**src/rtl/scalu_pkg.sv**
```systemverilog
// scalu_pkg: shared constants for the scalar ALU / result queue block.
//   - opcode field positions and op[2:0] function codes for the single-cycle group
//   - op[1:0] function codes for the multiply/divide group
//   - exception cause codes
//   - IDLE/BUSY state encoding of the multiply/divide sequencer
package scalu_pkg;

    localparam int OP_MD_BIT  = 4;   // 1: multiply/divide group
    localparam int OP_ALT_BIT = 3;   // selects SUB / SRA

    localparam logic [2:0] F3_ADD  = 3'b000;
    localparam logic [2:0] F3_SLL  = 3'b001;
    localparam logic [2:0] F3_SLT  = 3'b010;
    localparam logic [2:0] F3_SLTU = 3'b011;
    localparam logic [2:0] F3_XOR  = 3'b100;
    localparam logic [2:0] F3_SRL  = 3'b101;
    localparam logic [2:0] F3_OR   = 3'b110;
    localparam logic [2:0] F3_AND  = 3'b111;

    localparam logic [1:0] MD_MUL   = 2'b00;
    localparam logic [1:0] MD_MULHU = 2'b01;
    localparam logic [1:0] MD_DIVU  = 2'b10;
    localparam logic [1:0] MD_REMU  = 2'b11;

    localparam logic [4:0] ECAUSE_NONE    = 5'd0;
    localparam logic [4:0] ECAUSE_ILLEGAL = 5'd2;

    typedef enum logic {
        ST_IDLE = 1'b0,
        ST_BUSY = 1'b1
    } state_e;

endpackage

```
**src/rtl/scalu_muldiv.sv**
```systemverilog
// scalu_muldiv: iterative unsigned multiply / divide unit, one bit per cycle.
// Only instantiated when SCALU_MULDIV_EN is defined.
//   clk, rst      clock, async active-low reset
//   start_i       load operands and begin (ignored while aborting)
//   abort_i       drop the operation in flight
//   func_i        MUL / MULHU / DIVU / REMU
//   a_i, b_i      op1, op2 (multiplicand/multiplier, dividend/divisor)
//   done_o        high during the last iteration; result_o valid with it
//   result_o      final result, combinational from the last iteration
module scalu_muldiv
    import scalu_pkg::*;
#(
    parameter int XLEN = 32
) (
    input  logic            clk,
    input  logic            rst,
    input  logic            start_i,
    input  logic            abort_i,
    input  logic [1:0]      func_i,
    input  logic [XLEN-1:0] a_i,
    input  logic [XLEN-1:0] b_i,
    output logic            done_o,
    output logic [XLEN-1:0] result_o
);

    localparam int CNT_W = $clog2(XLEN);

    logic             busy_q;
    logic [CNT_W-1:0] cnt_q;
    logic [1:0]       func_q;
    logic [XLEN-1:0]  b_q;
    // hi: running partial product high half / partial remainder
    // lo: multiplier being shifted out / dividend shifted out, quotient shifted in
    logic [XLEN-1:0]  hi_q, hi_d;
    logic [XLEN-1:0]  lo_q, lo_d;
    logic [XLEN:0]    sum, shifted, diff;

    always_comb begin
        sum     = {1'b0, hi_q} + (lo_q[0] ? {1'b0, b_q} : '0);
        shifted = {hi_q, lo_q[XLEN-1]};
        diff    = shifted - {1'b0, b_q};
        hi_d    = sum[XLEN:1];
        lo_d    = {sum[0], lo_q[XLEN-1:1]};
        if (func_q[1]) begin
            // Restoring step. A zero divisor never borrows, which yields
            // quotient all-ones and remainder equal to the dividend.
            if (diff[XLEN]) begin
                hi_d = shifted[XLEN-1:0];
                lo_d = {lo_q[XLEN-2:0], 1'b0};
            end else begin
                hi_d = diff[XLEN-1:0];
                lo_d = {lo_q[XLEN-2:0], 1'b1};
            end
        end
    end

    always_comb begin
        result_o = lo_d;
        unique case (func_q)
            MD_MUL:   result_o = lo_d;
            MD_MULHU: result_o = hi_d;
            MD_DIVU:  result_o = lo_d;
            MD_REMU:  result_o = hi_d;
        endcase
    end

    assign done_o = busy_q & (cnt_q == '0);

    always_ff @(posedge clk or negedge rst) begin
        if (!rst) begin
            busy_q <= 1'b0;
            cnt_q  <= '0;
            func_q <= MD_MUL;
            b_q    <= '0;
            hi_q   <= '0;
            lo_q   <= '0;
        end else if (abort_i) begin
            busy_q <= 1'b0;
            cnt_q  <= '0;
        end else if (start_i) begin
            busy_q <= 1'b1;
            cnt_q  <= CNT_W'(XLEN - 1);
            func_q <= func_i;
            b_q    <= b_i;
            hi_q   <= '0;
            lo_q   <= a_i;
        end else if (busy_q) begin
            hi_q  <= hi_d;
            lo_q  <= lo_d;
            cnt_q <= cnt_q - CNT_W'(1);
            if (cnt_q == '0) begin
                busy_q <= 1'b0;
            end
        end
    end

endmodule

```
**src/rtl/scalu_mq.sv**
```systemverilog
// scalu_mq: scalar ALU between the exers issue port and the wb arbiter.
// Single-cycle integer ops write a QDEPTH-entry result FIFO; the FIFO head
// drives all scalu_* outputs (zeroed while the FIFO is empty).
// Optional feature macro: SCALU_MULDIV_EN enables the iterative
// MUL/MULHU/DIVU/REMU unit; without it every op[4]=1 is illegal.
//
// Ports:
//   clk, rst                       clock, async active-low reset
//   exers_scalu_issue/op/robid/rd  issue strobe, opcode, ROB id, dest tag
//   exers_op1, exers_op2           operands
//   scalu_stall                    issue blocked (queue full or unit busy)
//   scalu_valid/error/ecause       head valid, head faulted, fault cause
//   scalu_robid/rd/result          head ROB id, dest tag, result
//   wb_scalu_stall                 wb refuses the head this cycle
//   rob_flush                      discard queue and in-flight work
//
// Multiply/divide sequencer states:
//   state   | meaning
//   ST_IDLE | accepting issues
//   ST_BUSY | iterating a muldiv op; result enqueued on the last iteration
module scalu_mq
    import scalu_pkg::*;
#(
    parameter int XLEN    = 32,
    parameter int ROBID_W = 8,
    parameter int RD_W    = 6,
    parameter int QDEPTH  = 2
) (
    input  logic               clk,
    input  logic               rst,
    input  logic               exers_scalu_issue,
    input  logic [4:0]         exers_scalu_op,
    input  logic [ROBID_W-1:0] exers_robid,
    input  logic [RD_W-1:0]    exers_rd,
    input  logic [XLEN-1:0]    exers_op1,
    input  logic [XLEN-1:0]    exers_op2,
    output logic               scalu_stall,
    output logic               scalu_valid,
    output logic               scalu_error,
    output logic [4:0]         scalu_ecause,
    output logic [ROBID_W-1:0] scalu_robid,
    output logic [RD_W-1:0]    scalu_rd,
    output logic [XLEN-1:0]    scalu_result,
    input  logic               wb_scalu_stall,
    input  logic               rob_flush
);

    localparam int SH_W  = $clog2(XLEN);
    localparam int PTR_W = $clog2(QDEPTH);
    localparam int CNT_W = PTR_W + 1;

    logic               accept, illegal, push_issue, push, pop, full;
    logic [SH_W-1:0]    shamt;
    logic [XLEN-1:0]    alu_res;

    logic               push_err;
    logic [4:0]         push_ecause;
    logic [ROBID_W-1:0] push_robid;
    logic [RD_W-1:0]    push_rd;
    logic [XLEN-1:0]    push_result;

    logic [PTR_W-1:0]   wr_ptr_q, rd_ptr_q;
    logic [CNT_W-1:0]   count_q;
    logic               q_err    [QDEPTH];
    logic [4:0]         q_ecause [QDEPTH];
    logic [ROBID_W-1:0] q_robid  [QDEPTH];
    logic [RD_W-1:0]    q_rd     [QDEPTH];
    logic [XLEN-1:0]    q_result [QDEPTH];

    // An issue in the flush cycle is dropped.
    assign accept = exers_scalu_issue & ~scalu_stall & ~rob_flush;
    assign full   = (count_q == CNT_W'(QDEPTH));
    assign pop    = scalu_valid & ~wb_scalu_stall;

    // ---------------- single-cycle datapath ----------------
    assign shamt = exers_op2[SH_W-1:0];

    always_comb begin
        alu_res = '0;
        unique case (exers_scalu_op[2:0])
            F3_ADD:  alu_res = exers_scalu_op[OP_ALT_BIT] ? (exers_op1 - exers_op2)
                                                          : (exers_op1 + exers_op2);
            F3_SLL:  alu_res = exers_op1 << shamt;
            F3_SLT:  alu_res = {{(XLEN-1){1'b0}}, ($signed(exers_op1) < $signed(exers_op2))};
            F3_SLTU: alu_res = {{(XLEN-1){1'b0}}, (exers_op1 < exers_op2)};
            F3_XOR:  alu_res = exers_op1 ^ exers_op2;
            F3_SRL:  alu_res = exers_scalu_op[OP_ALT_BIT] ? XLEN'($signed(exers_op1) >>> shamt)
                                                          : (exers_op1 >> shamt);
            F3_OR:   alu_res = exers_op1 | exers_op2;
            F3_AND:  alu_res = exers_op1 & exers_op2;
        endcase
    end

`ifdef SCALU_MULDIV_EN
    // ---------------- multiply/divide sequencer ----------------
    state_e             state_q, state_d;
    logic               md_op, md_start, md_done, md_push;
    logic [XLEN-1:0]    md_result;
    logic [ROBID_W-1:0] md_robid_q;
    logic [RD_W-1:0]    md_rd_q;

    assign illegal     = exers_scalu_op[OP_MD_BIT] & exers_scalu_op[2];
    assign md_op       = exers_scalu_op[OP_MD_BIT] & ~exers_scalu_op[2];
    assign md_start    = accept & md_op;
    assign push_issue  = accept & ~md_op;
    // Slot is guaranteed: the queue was not full at issue and nothing else
    // enqueues while busy.
    assign md_push     = md_done & (state_q == ST_BUSY) & ~rob_flush;
    assign push        = push_issue | md_push;
    assign scalu_stall = full | (state_q != ST_IDLE);

    always_comb begin
        state_d = state_q;
        unique case (state_q)
            ST_IDLE: if (md_start) state_d = ST_BUSY;
            ST_BUSY: if (md_done)  state_d = ST_IDLE;
        endcase
        if (rob_flush) begin
            state_d = ST_IDLE;
        end
    end

    always_ff @(posedge clk or negedge rst) begin
        if (!rst) begin
            state_q    <= ST_IDLE;
            md_robid_q <= '0;
            md_rd_q    <= '0;
        end else begin
            state_q <= state_d;
            if (md_start) begin
                md_robid_q <= exers_robid;
                md_rd_q    <= exers_rd;
            end
        end
    end

    scalu_muldiv #(.XLEN(XLEN)) u_muldiv (
        .clk      (clk),
        .rst      (rst),
        .start_i  (md_start),
        .abort_i  (rob_flush),
        .func_i   (exers_scalu_op[1:0]),
        .a_i      (exers_op1),
        .b_i      (exers_op2),
        .done_o   (md_done),
        .result_o (md_result)
    );
`else
    assign illegal     = exers_scalu_op[OP_MD_BIT];
    assign push_issue  = accept;
    assign push        = push_issue;
    assign scalu_stall = full;
`endif

    // ---------------- enqueue data select ----------------
    always_comb begin
        push_err    = illegal;
        push_ecause = illegal ? ECAUSE_ILLEGAL : ECAUSE_NONE;
        push_robid  = exers_robid;
        push_rd     = exers_rd;
        push_result = illegal ? '0 : alu_res;
`ifdef SCALU_MULDIV_EN
        if (md_push) begin
            push_err    = 1'b0;
            push_ecause = ECAUSE_NONE;
            push_robid  = md_robid_q;
            push_rd     = md_rd_q;
            push_result = md_result;
        end
`endif
    end

    // ---------------- result queue ----------------
    always_ff @(posedge clk or negedge rst) begin
        if (!rst) begin
            wr_ptr_q <= '0;
            rd_ptr_q <= '0;
            count_q  <= '0;
        end else if (rob_flush) begin
            wr_ptr_q <= '0;
            rd_ptr_q <= '0;
            count_q  <= '0;
        end else begin
            if (push) wr_ptr_q <= wr_ptr_q + PTR_W'(1);
            if (pop)  rd_ptr_q <= rd_ptr_q + PTR_W'(1);
            unique case ({push, pop})
                2'b10:   count_q <= count_q + CNT_W'(1);
                2'b01:   count_q <= count_q - CNT_W'(1);
                default: count_q <= count_q;
            endcase
        end
    end

    // Storage needs no reset: outputs are masked while the queue is empty.
    always_ff @(posedge clk) begin
        if (push) begin
            q_err[wr_ptr_q]    <= push_err;
            q_ecause[wr_ptr_q] <= push_ecause;
            q_robid[wr_ptr_q]  <= push_robid;
            q_rd[wr_ptr_q]     <= push_rd;
            q_result[wr_ptr_q] <= push_result;
        end
    end

    assign scalu_valid  = (count_q != '0);
    assign scalu_error  = scalu_valid ? q_err[rd_ptr_q]    : 1'b0;
    assign scalu_ecause = scalu_valid ? q_ecause[rd_ptr_q] : ECAUSE_NONE;
    assign scalu_robid  = scalu_valid ? q_robid[rd_ptr_q]  : '0;
    assign scalu_rd     = scalu_valid ? q_rd[rd_ptr_q]     : '0;
    assign scalu_result = scalu_valid ? q_result[rd_ptr_q] : '0;

endmodule

```
**config.mk**
```make
export PLATFORM = sky130hd
export DESIGN_NAME = scalu_mq
export DESIGN_NICKNAME = d
export VERILOG_FILES = /design/src/rtl/scalu_pkg.sv /design/src/rtl/scalu_muldiv.sv /design/src/rtl/scalu_mq.sv
export SDC_FILE = /design/constraint.sdc
export NUM_CORES = 1
export LEC_CHECK = 0
export BUFFER_PORTS_ARGS = -buffer_cell sky130_fd_sc_hd__buf_2
export CAP_MARGIN = 30
export CORE_UTILIZATION = 40
export DETAILED_ROUTE_END_ITERATION = 10
export GPL_TIMING_DRIVEN = 0
export HOLD_SLACK_MARGIN = 0.1
export SLEW_MARGIN = 20
export SYNTH_ARGS = -nofsm -noshare
export SYNTH_HDL_FRONTEND = slang
export SYNTH_SLANG_ARGS = --single-unit
```
**constraint.sdc**
```tcl
create_clock -name clk -period 6.2 [get_ports clk]
set_input_delay 0.31 -clock clk [delete_from_list [all_inputs] [get_ports clk]]
set_output_delay 0.31 -clock clk [all_outputs]
set_load 0.005 [all_outputs]
```
# Word level (Yosys, flattened, before mapping)
# Memory sizes are Yosys's and may differ from the RTL's.
# Cells that the tools add are included.
[classes]
n_lt_le_gt_ge = 2
shift = 3
eq_ne = 10
bitwise = 9
n_div = 0
n_mux = 18
n_reduce_logical = 5
n_mul = 0
add_sub_neg = 6
[op_table]
columns = ["cell", "n"]
rows = [
  ["$pmux 32 s8", 1],
  ["$mux 32", 4],
  ["$lt 32x32->1", 2],
  ["$add 32x32->32", 1],
  ["$and 32x32->32", 1],
  ["$or 32x32->32", 1],
  ["$shl 32x5->32", 1],
  ["$shr 32x5->32", 1],
  ["$sshr 32x5->32", 1],
  ["$sub 32x32->32", 1],
  ["$xor 32x32->32", 1],
  ["$eq 3x3->1 const B", 4],
  ["$mux 8", 1],
  ["$mux 1", 7],
  ["$eq 3x2->1 const B", 2],
  ["$mux 6", 1],
  ["$reduce_bool 2->1", 3],
  ["$mux 5", 1],
  ["$eq 2x2->1 const B", 2],
  ["$mux 2", 2],
  ["$pmux 2 s2", 1],
  ["$and 1x1->1", 3],
  ["$eq 3x1->1 const B", 1],
  ["$logic_not 3->1", 1],
  ["other kinds (6)", 9],
]
[word_totals]
memories = 5
latch_bits = 0
ram_bits = 98
inputBits = 88
word_cells = 61
output_inout_bits = 54
regBits = 4
romBits = 0
[mem_list]
columns = ["name", "depth", "word_bits", "read_ports", "rd_clocked_by_memory_dff", "wr", "line_no", "rtl"]
rows = [
  ["q_result", 2, 32, 1, 0, 1, "scalu_mq.sv:68", "logic [XLEN-1:0] q_result [QDEPTH];"],
  ["q_robid", 2, 8, 1, 0, 1, "scalu_mq.sv:66", "logic [ROBID_W-1:0] q_robid [QDEPTH];"],
  ["q_rd", 2, 6, 1, 0, 1, "scalu_mq.sv:67", "logic [RD_W-1:0] q_rd [QDEPTH];"],
  ["q_ecause", 2, 2, 1, 0, 1, "scalu_mq.sv:65", "logic [4:0] q_ecause [QDEPTH];"],
  ["q_err", 2, 1, 1, 0, 1, "scalu_mq.sv:64", "logic q_err [QDEPTH];"],
]

# Logic depth before layout (Yosys ltp)
# Gate-level depths: netlist (run 1).
[depth]
word_depth = 7
depth_mapped = 16
ltp_nobuf = 14

# Worst setup path before layout (run 1)
# Ideal clock, no wire load.
[synth_path]
kind = "register to register"
start = "reg count_q[1]"
end = "mem q_err[1] (enable)"
period_less_slack_ps = 4638
slack_ps = 1562
required_ps = 5680
path_stages_with_launch = 4
arrival_time_ps = 4118
path_cell_list = "dfrtp_1 inv_1 o21ai_0 nor3b_1"
[synth_between]
elab_chain_len = 6
[synth_lines]
columns = ["element", "line_no", "rtl"]
rows = [
  ["start: declaration", "scalu_mq.sv:63", "logic [CNT_W-1:0] count_q;"],
  ["start signal: assignment", "scalu_mq.sv:187", "2'b10: count_q <= count_q + CNT_W'(1);"],
  ["start signal: assignment", "scalu_mq.sv:188", "2'b01: count_q <= count_q - CNT_W'(1);"],
  ["start signal: assignment", "scalu_mq.sv:189", "default: count_q <= count_q;"],
  ["$eq 2x2->1", "scalu_mq.sv:72", "assign full = (count_q == CNT_W'(QDEPTH));"],
  ["$not 1->1", "scalu_mq.sv:71", "assign accept = exers_scalu_issue & ~scalu_stall & ~rob_flush;"],
  ["$and 1x1->1 (2 in series)", "scalu_mq.sv:71", ""],
  ["$mux 1", "scalu_mq.sv:196", "if (push) begin"],
  ["$mux 1 (implied by the code)", "scalu_mq.sv:197", "q_err[wr_ptr_q] <= push_err;"],
  ["end: declaration", "scalu_mq.sv:64", ""],
]
# No other way between the ends.

# Worst setup path in the final report (run 1)
[layout_path]
start = "in exers_op2[2]"
end = "mem q_result[1][30] (data pin)"
[layout_between]
elab_chain_len = 4
elab_cells_between_ends = 9
[layout_lines]
columns = ["element", "line_no", "rtl"]
rows = [
  ["start: declaration", "scalu_mq.sv:36", "input logic [XLEN-1:0] exers_op2,"],
  ["$add 32x32->32, or another cell as far along", "scalu_mq.sv:82", ": (exers_op1 + exers_op2);"],
  ["$mux 32, on equally long branches", "scalu_mq.sv:81, scalu_mq.sv:87", ""],
  ["$pmux 32 s8 (*)", "scalu_mq.sv:80", "unique case (exers_scalu_op[2:0])"],
  ["$mux 32 (*)", "scalu_mq.sv:161", "push_result = illegal ? '0 : alu_res;"],
  ["named net push_result[30]", "scalu_mq.sv:60", "logic [XLEN-1:0] push_result;"],
  ["end: declaration", "scalu_mq.sv:68", ""],
]
# Mark *: on every way through the listed nets, which the timed path passes. The rest lies on a longest branch.

==> impl_metrics.tcl, run 1 <==
set metrics [dict create \
    status "finished clean" \
    placed_cells 2055 \
    period_needed_ps 5550 \
    ir_drop_v 0.000125 \
    instances_no_fill 2072 \
    internal-power_mw 1.40 \
    critPathKind "in -> reg" \
    synthCells 1517 \
    grt_pass1_vias 12200 \
    critPathMaxStageDelay_ps 630 \
    clock-root-buffer "clkbuf_16" \
    fin_util_pct 46.1 \
    crit_path_cell_trace "buf_2 -> clkbuf_1 -> inv_1 -> clkbuf_1 -> clkbuf_1 -> ha_1 -> buf_6 -> a21o_2 -> a311oi_1 -> o21ai_1 -> o221a_2 -> o2111ai_1 -> a31oi_1 -> nor4_1 -> a2111oi_2 -> xnor2_1 -> a211oi_1" \
    p_switching_mw 0.987 \
    drive_gt1_share_pct 14.5 \
    grt_max_degree 17 \
    ios 142 \
    crit_end "q_result[1][30]" \
    finalCritPeriodShare_pct 89.5 \
    netlist_area_um2 12200 \
    portBuffers 135 \
    sw_frac_of_total_pct 41.4 \
    slew_violations 0 \
    pwr-share-seq_pct 32.3 \
    antenna_found_initial 0 \
    synth_compound_area_share_pct 27.1 \
    grt_use_total_pct 37.0 \
    setup_tns_ps 0 \
    clock_sinks 98 \
    wl_met2_um 25900 \
    slew_headroom_pct 30.7 \
    ys_warn_count 0 \
    clock_path_buffers 2 \
    synth_ff_type "edfxtp_1" \
    synthArstFlopShare_pct 4.08 \
    synth-edff-count 94 \
    met3WireLength_um 5780 \
    diodes 0 \
    synthMuxAreaShare_pct 14.2 \
    synth-xor-area-share_pct 2.09 \
    report.final.setup_viol 0 \
    path_common_cell "clkbuf_1" \
    tightest_slew_ps 1040 \
    drv_cap 0 \
    critPathMaxFanout 11 \
    reg2regPathDepth 5 \
    grt_pass1_wl_um 82900 \
    fin_nets 1864 \
    power.density_nw_per_um2 174 \
    setup.worst_path.start "exers_op2[2]" \
    synth_top_area_cell "edfxtp_1" \
    r2r_setup_slack_ps 3930 \
    hp-class "in -> reg" \
    pwr-share-clk_pct 20.7 \
    end_kind "flop" \
    r2r_end "rd_ptr_q" \
    synth_seq_cells 98 \
    cts_tree "built" \
    start_kind "input port" \
    yosysUniqueCellTypes 85 \
    vias_per_cell 6.37 \
    cts_made_buffers 9 \
    fin_skew_ps 5.92 \
    rsz0062_at_grt "false" \
    seq_area_frac_synth_pct 24.0 \
    synth_top_family_by_area "compound AO/OA/AOI/OAI gates" \
    r2r_start "rd_ptr_q" \
    drt_iter0_drc 1587 \
    hold_viol_final 0 \
    gp_congestion 1.06 \
    die_area_um2 31100 \
    synth_top_area_share_pct 23.2 \
    synth.area.top_cells "edfxtp_1, ha_1, mux2i_1, nor2_1, o21ai_0" \
    hold_ws_ps 164 \
    ctsHtreeMaxLevel 3 \
    dp_hpwl_um 47500 \
    core_um2 29800 \
    antenna_left 0 \
    first_pass_iters 5 \
    clk_pin_slew_ps 60 \
    die_w_um 176 \
    power_frac_comb_pct 46.9 \
    wl_um 58400 \
    clock_latency_ps 330 \
    worstPathArrival_ps 5630 \
    overflow 0 \
    highest_layer "met4" \
    syn_avg_cell_area_um2 8.02 \
    post_drt_wl_per_cell_um 28.2 \
    drt-met1-wl_um 24100 \
    synth_fa_ha_area_share_pct 10.3 \
    fmax_mhz 180 \
    rows 63 \
    drc 0 \
    crit_slowest_cell "clkbuf_1" \
    num_vias 13200 \
    area_growth_pct 12.9 \
    fp.dieH_um 176 \
    required_ps 6280 \
    cts_setup_buffers 0 \
    p_leak_nw 5.60 \
    synthSimpleGateAreaFrac_pct 14.6 \
    initial_core_util_pct 40.8 \
]
kinds of logic (layout without fill, tap and decap cells):
family,after synthesis,in the layout
AOI/OAI and AO/OA,518,518
DFF,98,98
other,1,4
buffers and inverters,219,381
and+or+nand+nor,414,414
xor gates and xnor gates,29,29
muxes,139,139
adders and majority gates,99,99
critical path: cells and delay by family:
family / cells / cell delay, ps
AOI/OAI and AO/OA: 8 / 2500
buffers and inverters: 6 / 1960
adders and majority gates: 1 / 370
and+or+nand+nor: 1 / 270
xor gates and xnor gates: 1 / 200
power by group through the flow:
| stage | sequential, mW | clock, mW | combinational, mW |
|---|---|---|---|
| 2_1_floorplan | 0.786 | 0 | 0.644 |
| 3_3_place_gp | 0.788 | 0 | 1.06 |
| 3_5_place_dp | 0.785 | 0 | 1.07 |
| 4_1_cts | 0.771 | 0.511 | 1.07 |
| 5_1_grt | 0.772 | 0.534 | 1.17 |
| 6_report | 0.771 | 0.495 | 1.12 |
timing repair:
item | CTS | global route
endpoints found under the hold margin | 4 | 0
hold buffers | 1 | 0
resized for setup | 0 | 0
placed cells by master, fill, tap and decap left out, types with 5 or more instances in the layout:
| cell type | synthesis | routed |
|---|---|---|
| nand2_1 | 100 | 100 |
| nor2b_1 | 7 | 7 |
| buf_2 | 11 | 146 |
| nand3_1 | 16 | 16 |
| nand2b_1 | 17 | 17 |
| buf_4 | 6 | 12 |
| mux2_2 | 5 | 5 |
| edfxtp_1 | 94 | 94 |
| o2111ai_1 | 5 | 5 |
| mux4_2 | 26 | 26 |
| buf_1 | 21 | 21 |
| clkbuf_16 | 0 | 9 |
| or3_1 | 7 | 7 |
| o21bai_1 | 8 | 8 |
| mux2i_1 | 108 | 108 |
| a211oi_1 | 32 | 32 |
| nor4_1 | 5 | 5 |
| buf_6 | 4 | 8 |
| o21ai_0 | 155 | 155 |
| a21boi_0 | 5 | 5 |
| nor2_1 | 223 | 223 |
| o21a_1 | 5 | 5 |
| o221ai_1 | 14 | 14 |
| xnor2_1 | 26 | 26 |
| a211o_1 | 10 | 10 |
| a22oi_1 | 6 | 6 |
| o311ai_0 | 7 | 7 |
| ha_1 | 97 | 97 |
| o31ai_1 | 6 | 6 |
| a21oi_1 | 138 | 138 |
| inv_1 | 91 | 91 |
| a221oi_1 | 20 | 20 |
| clkbuf_1 | 75 | 76 |
| a31oi_1 | 20 | 20 |
| a21o_1 | 11 | 11 |
| o211ai_1 | 25 | 25 |
| nor3_1 | 17 | 16 |
| o22ai_1 | 6 | 6 |
routing by layer:
| layer | global-route usage, % | up-vias |
|---|---|---|
| li1 | - | 5866 |
| met1 | 48.6 | 6332 |
| met2 | 59.0 | 861 |
| met3 | 7.47 | 143 |
| met4 | 15.7 | 0 |
| met5 | 0 | - |
registers in the layout, summed over array words and instances, names as in the netlist:
signal    cells
q_err         2
rd_ptr_q      1
count_q       2
q_robid      16
wr_ptr_q      1
q_result     64
q_rd         12
Yosys cell counts (5+ instances only):
library cell and instances:
o21ai_0 155, nor2_1 223, edfxtp_1 94, buf_2 11, a211o_1 10, ha_1 97, o311ai_0 7, nand3_1 16
o21bai_1 8, nor3_1 17, o221ai_1 14, inv_1 91, a31oi_1 20, a211oi_1 32, buf_4 6, nand2_1 100
o211ai_1 25, nand2b_1 17, clkbuf_1 75, xnor2_1 26, mux2i_1 108, nor2b_1 7, buf_1 21, a21boi_0 5
a21oi_1 138, or3_1 7, a21o_1 11, o22ai_1 6, nor4_1 5, o31ai_1 6, o21a_1 5, o2111ai_1 5
a221oi_1 20, mux4_2 26, a22oi_1 6, mux2_2 5
how the worst min path moves through the flow:
| stage | start | end | slack (ps) | cells after the start |
|---|---|---|---|---|
| detailed placement | rst | rd_ptr_q | 120 | 1 |
| global route | exers_rd[1] | q_rd[1][1] | 150 | 1 |
| global placement | rst | rd_ptr_q | 130 | 1 |
| floorplan | rst | count_q[0] | 10 | 0 |
| CTS | exers_robid[4] | q_robid[1][4] | 140 | 1 |
| finish | exers_robid[4] | q_robid[1][4] | 160 | 1 |
area by class of cell:
class | instances | area (µm²)
Fill cell | 3099 | 16100
Multi-Input combinational cell | 1203 | 8330
Buffer | 123 | 578
Sequential cell | 98 | 2920
Inverter | 96 | 360
Timing Repair Buffer | 146 | 776
Clock inverter | 6 | 43.8
Tap cell | 390 | 488
Clock buffer | 10 | 229
per-stage QoR:
step	setup WS [ps]	total power [mW]	area [µm²]
2_1_floorplan	1560	1.43	12200
3_3_place_gp	-502	1.85	13300
3_5_place_dp	418	1.85	13400
4_1_cts	752	2.35	13700
5_1_grt	460	2.48	13700
6_report	650	2.38	13700
No activity file was read; power rests on OpenSTA's default activity.
==> inputs of run 2 (changes only) <==
- CORE_MARGIN: default -> 10
==> run 2 against run 1 <==
Setup slack worse by 0.90 ps. Clock skew up 0.80 ps. Maximum frequency about the same. Cell count about the same. Global-route usage down 7.1 points. First-iteration DRC count down 1.4%.
==> impl_metrics.tcl, run 2 (synthesized netlist as in run 1, its figures left out) <==
set metrics [dict create \
    drv_cap 0 \
    slew_violations 0 \
    cts_made_buffers 9 \
    grt_pass1_vias 12900 \
    min-delay-start "exers_robid[5]" \
    critPathMaxStageDelay_ps 570 \
    post_drt_wl_per_cell_um 28.6 \
    rsz0062_at_grt "false" \
    worstPathArrival_ps 5610 \
    layout_common_cells "nor2_1, o21ai_0, buf_2, a21oi_1, mux2i_1" \
    wl_um 59300 \
    slew_headroom_pct 29.8 \
    r2r_end "rd_ptr_q" \
    first_pass_iters 6 \
    grt_pass1_wl_um 86300 \
    hold_viol_final 0 \
    vias_per_cell 6.36 \
    ios 142 \
    start_kind "input port" \
    r2r_setup_slack_ps 4020 \
    antenna_left 0 \
    num_vias 13200 \
    finalCritPeriodShare_pct 89.5 \
    final_common_cell "nor2_1" \
    crit_path_cell_trace "buf_2 -> clkbuf_1 -> clkbuf_1 -> buf_2 -> inv_1 -> ha_1 -> nor2_1 -> o311a_1 -> o21ba_1 -> o2111ai_1 -> nand3_1 -> a31oi_1 -> o31ai_1 -> a31oi_1 -> mux2_2 -> a211oi_1" \
    critPathMaxFanout 10 \
    reg_top3 "q_result x64, q_robid x16, q_rd x12" \
    crit_slowest_cell "clkbuf_1" \
    clock_latency_ps 340 \
    regMostFlops "q_result" \
    period_needed_ps 5550 \
    report.final.setup_viol 0 \
    fp.dieH_um 194 \
    die_w_um 194 \
    drive_gt1_share_pct 14.4 \
    rows 63 \
    drt_iter0_drc 1564 \
    clock-root-buffer "clkbuf_16" \
    core_um2 29800 \
    r2r_start "rd_ptr_q" \
    clock_path_buffers 2 \
    p_leak_nw 5.63 \
    hp-class "in -> reg" \
    grt_max_degree 15 \
    drc 0 \
    dp_hpwl_um 48500 \
    critPathKind "in -> reg" \
    gp_congestion 1.07 \
    die_area_um2 37800 \
    largest_reg_flops 64 \
    crit_end "q_result[0][31]" \
    clk_pin_slew_ps 60 \
    fin_nets 1866 \
    end_kind "flop" \
    overflow 0 \
    setup.worst_path.start "exers_op2[1]" \
    initial_core_util_pct 40.8 \
    clock_sinks 98 \
    grt_use_total_pct 30.0 \
    ctsHtreeMaxLevel 3 \
    fin_util_pct 46.1 \
    required_ps 6260 \
    ir_drop_v 0.000137 \
    setup_tns_ps 0 \
    diodes 0 \
    area_growth_pct 13.0 \
    portBuffers 135 \
    power.density_nw_per_um2 175 \
    fin_skew_ps 6.72 \
    tightest_slew_ps 1050 \
    antenna_found_initial 0 \
    cts_tree "built" \
    reg2regPathDepth 5 \
    fmax_mhz 180 \
    status "finished clean" \
]
==> run 2: timing repair <==
item                                   in CTS  in global routing
buffers inserted                            0                  0
hold buffers                                1                  0
endpoints found under the hold margin       4                  0
gates resized for setup                     0                  0
==> run 2: layout make-up <==
cell class                      count  area (µm²)
Fill cell                        3123       16000
Multi-Input combinational cell   1203        8330
Sequential cell                    98        2920
Timing Repair Buffer              148         796
Buffer                            123         578
Tap cell                          390         488
Inverter                           96         360
Clock buffer                       11         233
Clock inverter                      4        43.8
==> run 2: critical path: cells and delay by family <==
family	cells	cell delay, ps
buffers and inverters	5	1960
AND/OR/NAND/NOR	2	330
adder cells (fa/ha/maj)	1	440
AO/OA/AOI/OAI	7	2190
multiplexers	1	360
==> run 2: through the flow <==
| stage | setup slack [ps] | total power, mW | std cells | instance area (µm²) | hold WS (ps) |
|---|---|---|---|---|---|
| floorplan | 1560 | 1.43 | 1520 | 12200 | 14.4 |
| global placement | -563 | 1.86 | 2045 | 13300 | 123 |
| detailed placement | 455 | 1.85 | 2056 | 13400 | 124 |
| CTS | 783 | 2.38 | 2072 | 13700 | 140 |
| global route | 502 | 2.52 | 2073 | 13700 | 142 |
| finish | 649 | 2.41 | 2073 | 13700 | 154 |
==> run 2: where the power goes <==
part / switching [mW] / total [mW] / internal [mW] / leakage, nW
logic: 0.756 / 1.12 / 0.363 / 4.57
registers: 0.00760 / 0.771 / 0.763 / 0.924
clock network: 0.212 / 0.520 / 0.307 / 0.137
total: 0.976 / 2.41 / 1.43 / 5.63
==> run 2: worst min-delay path by stage <==
stage | end | slack (ps) | depth (start not counted)
detailed placement | rd_ptr_q | 120 | 1
global placement | rd_ptr_q | 120 | 1
CTS | q_robid[0][5] | 140 | 1
floorplan | count_q[0] | 10 | 0
finish | q_robid[1][5] | 150 | 1
global route | q_robid[0][5] | 140 | 1
==> run 2: layer usage <==
| metal | track usage, % | part of all wire [%] | vias to the layer above |
|---|---|---|---|
| met5 | 0 | 0 | - |
| met4 | 14.9 | 5.2 | 0 |
| met3 | 6.18 | 10 | 159 |
| met2 | 45.8 | 44 | 801 |
| met1 | 39.3 | 41 | 6352 |
| li1 | - | - | 5871 |
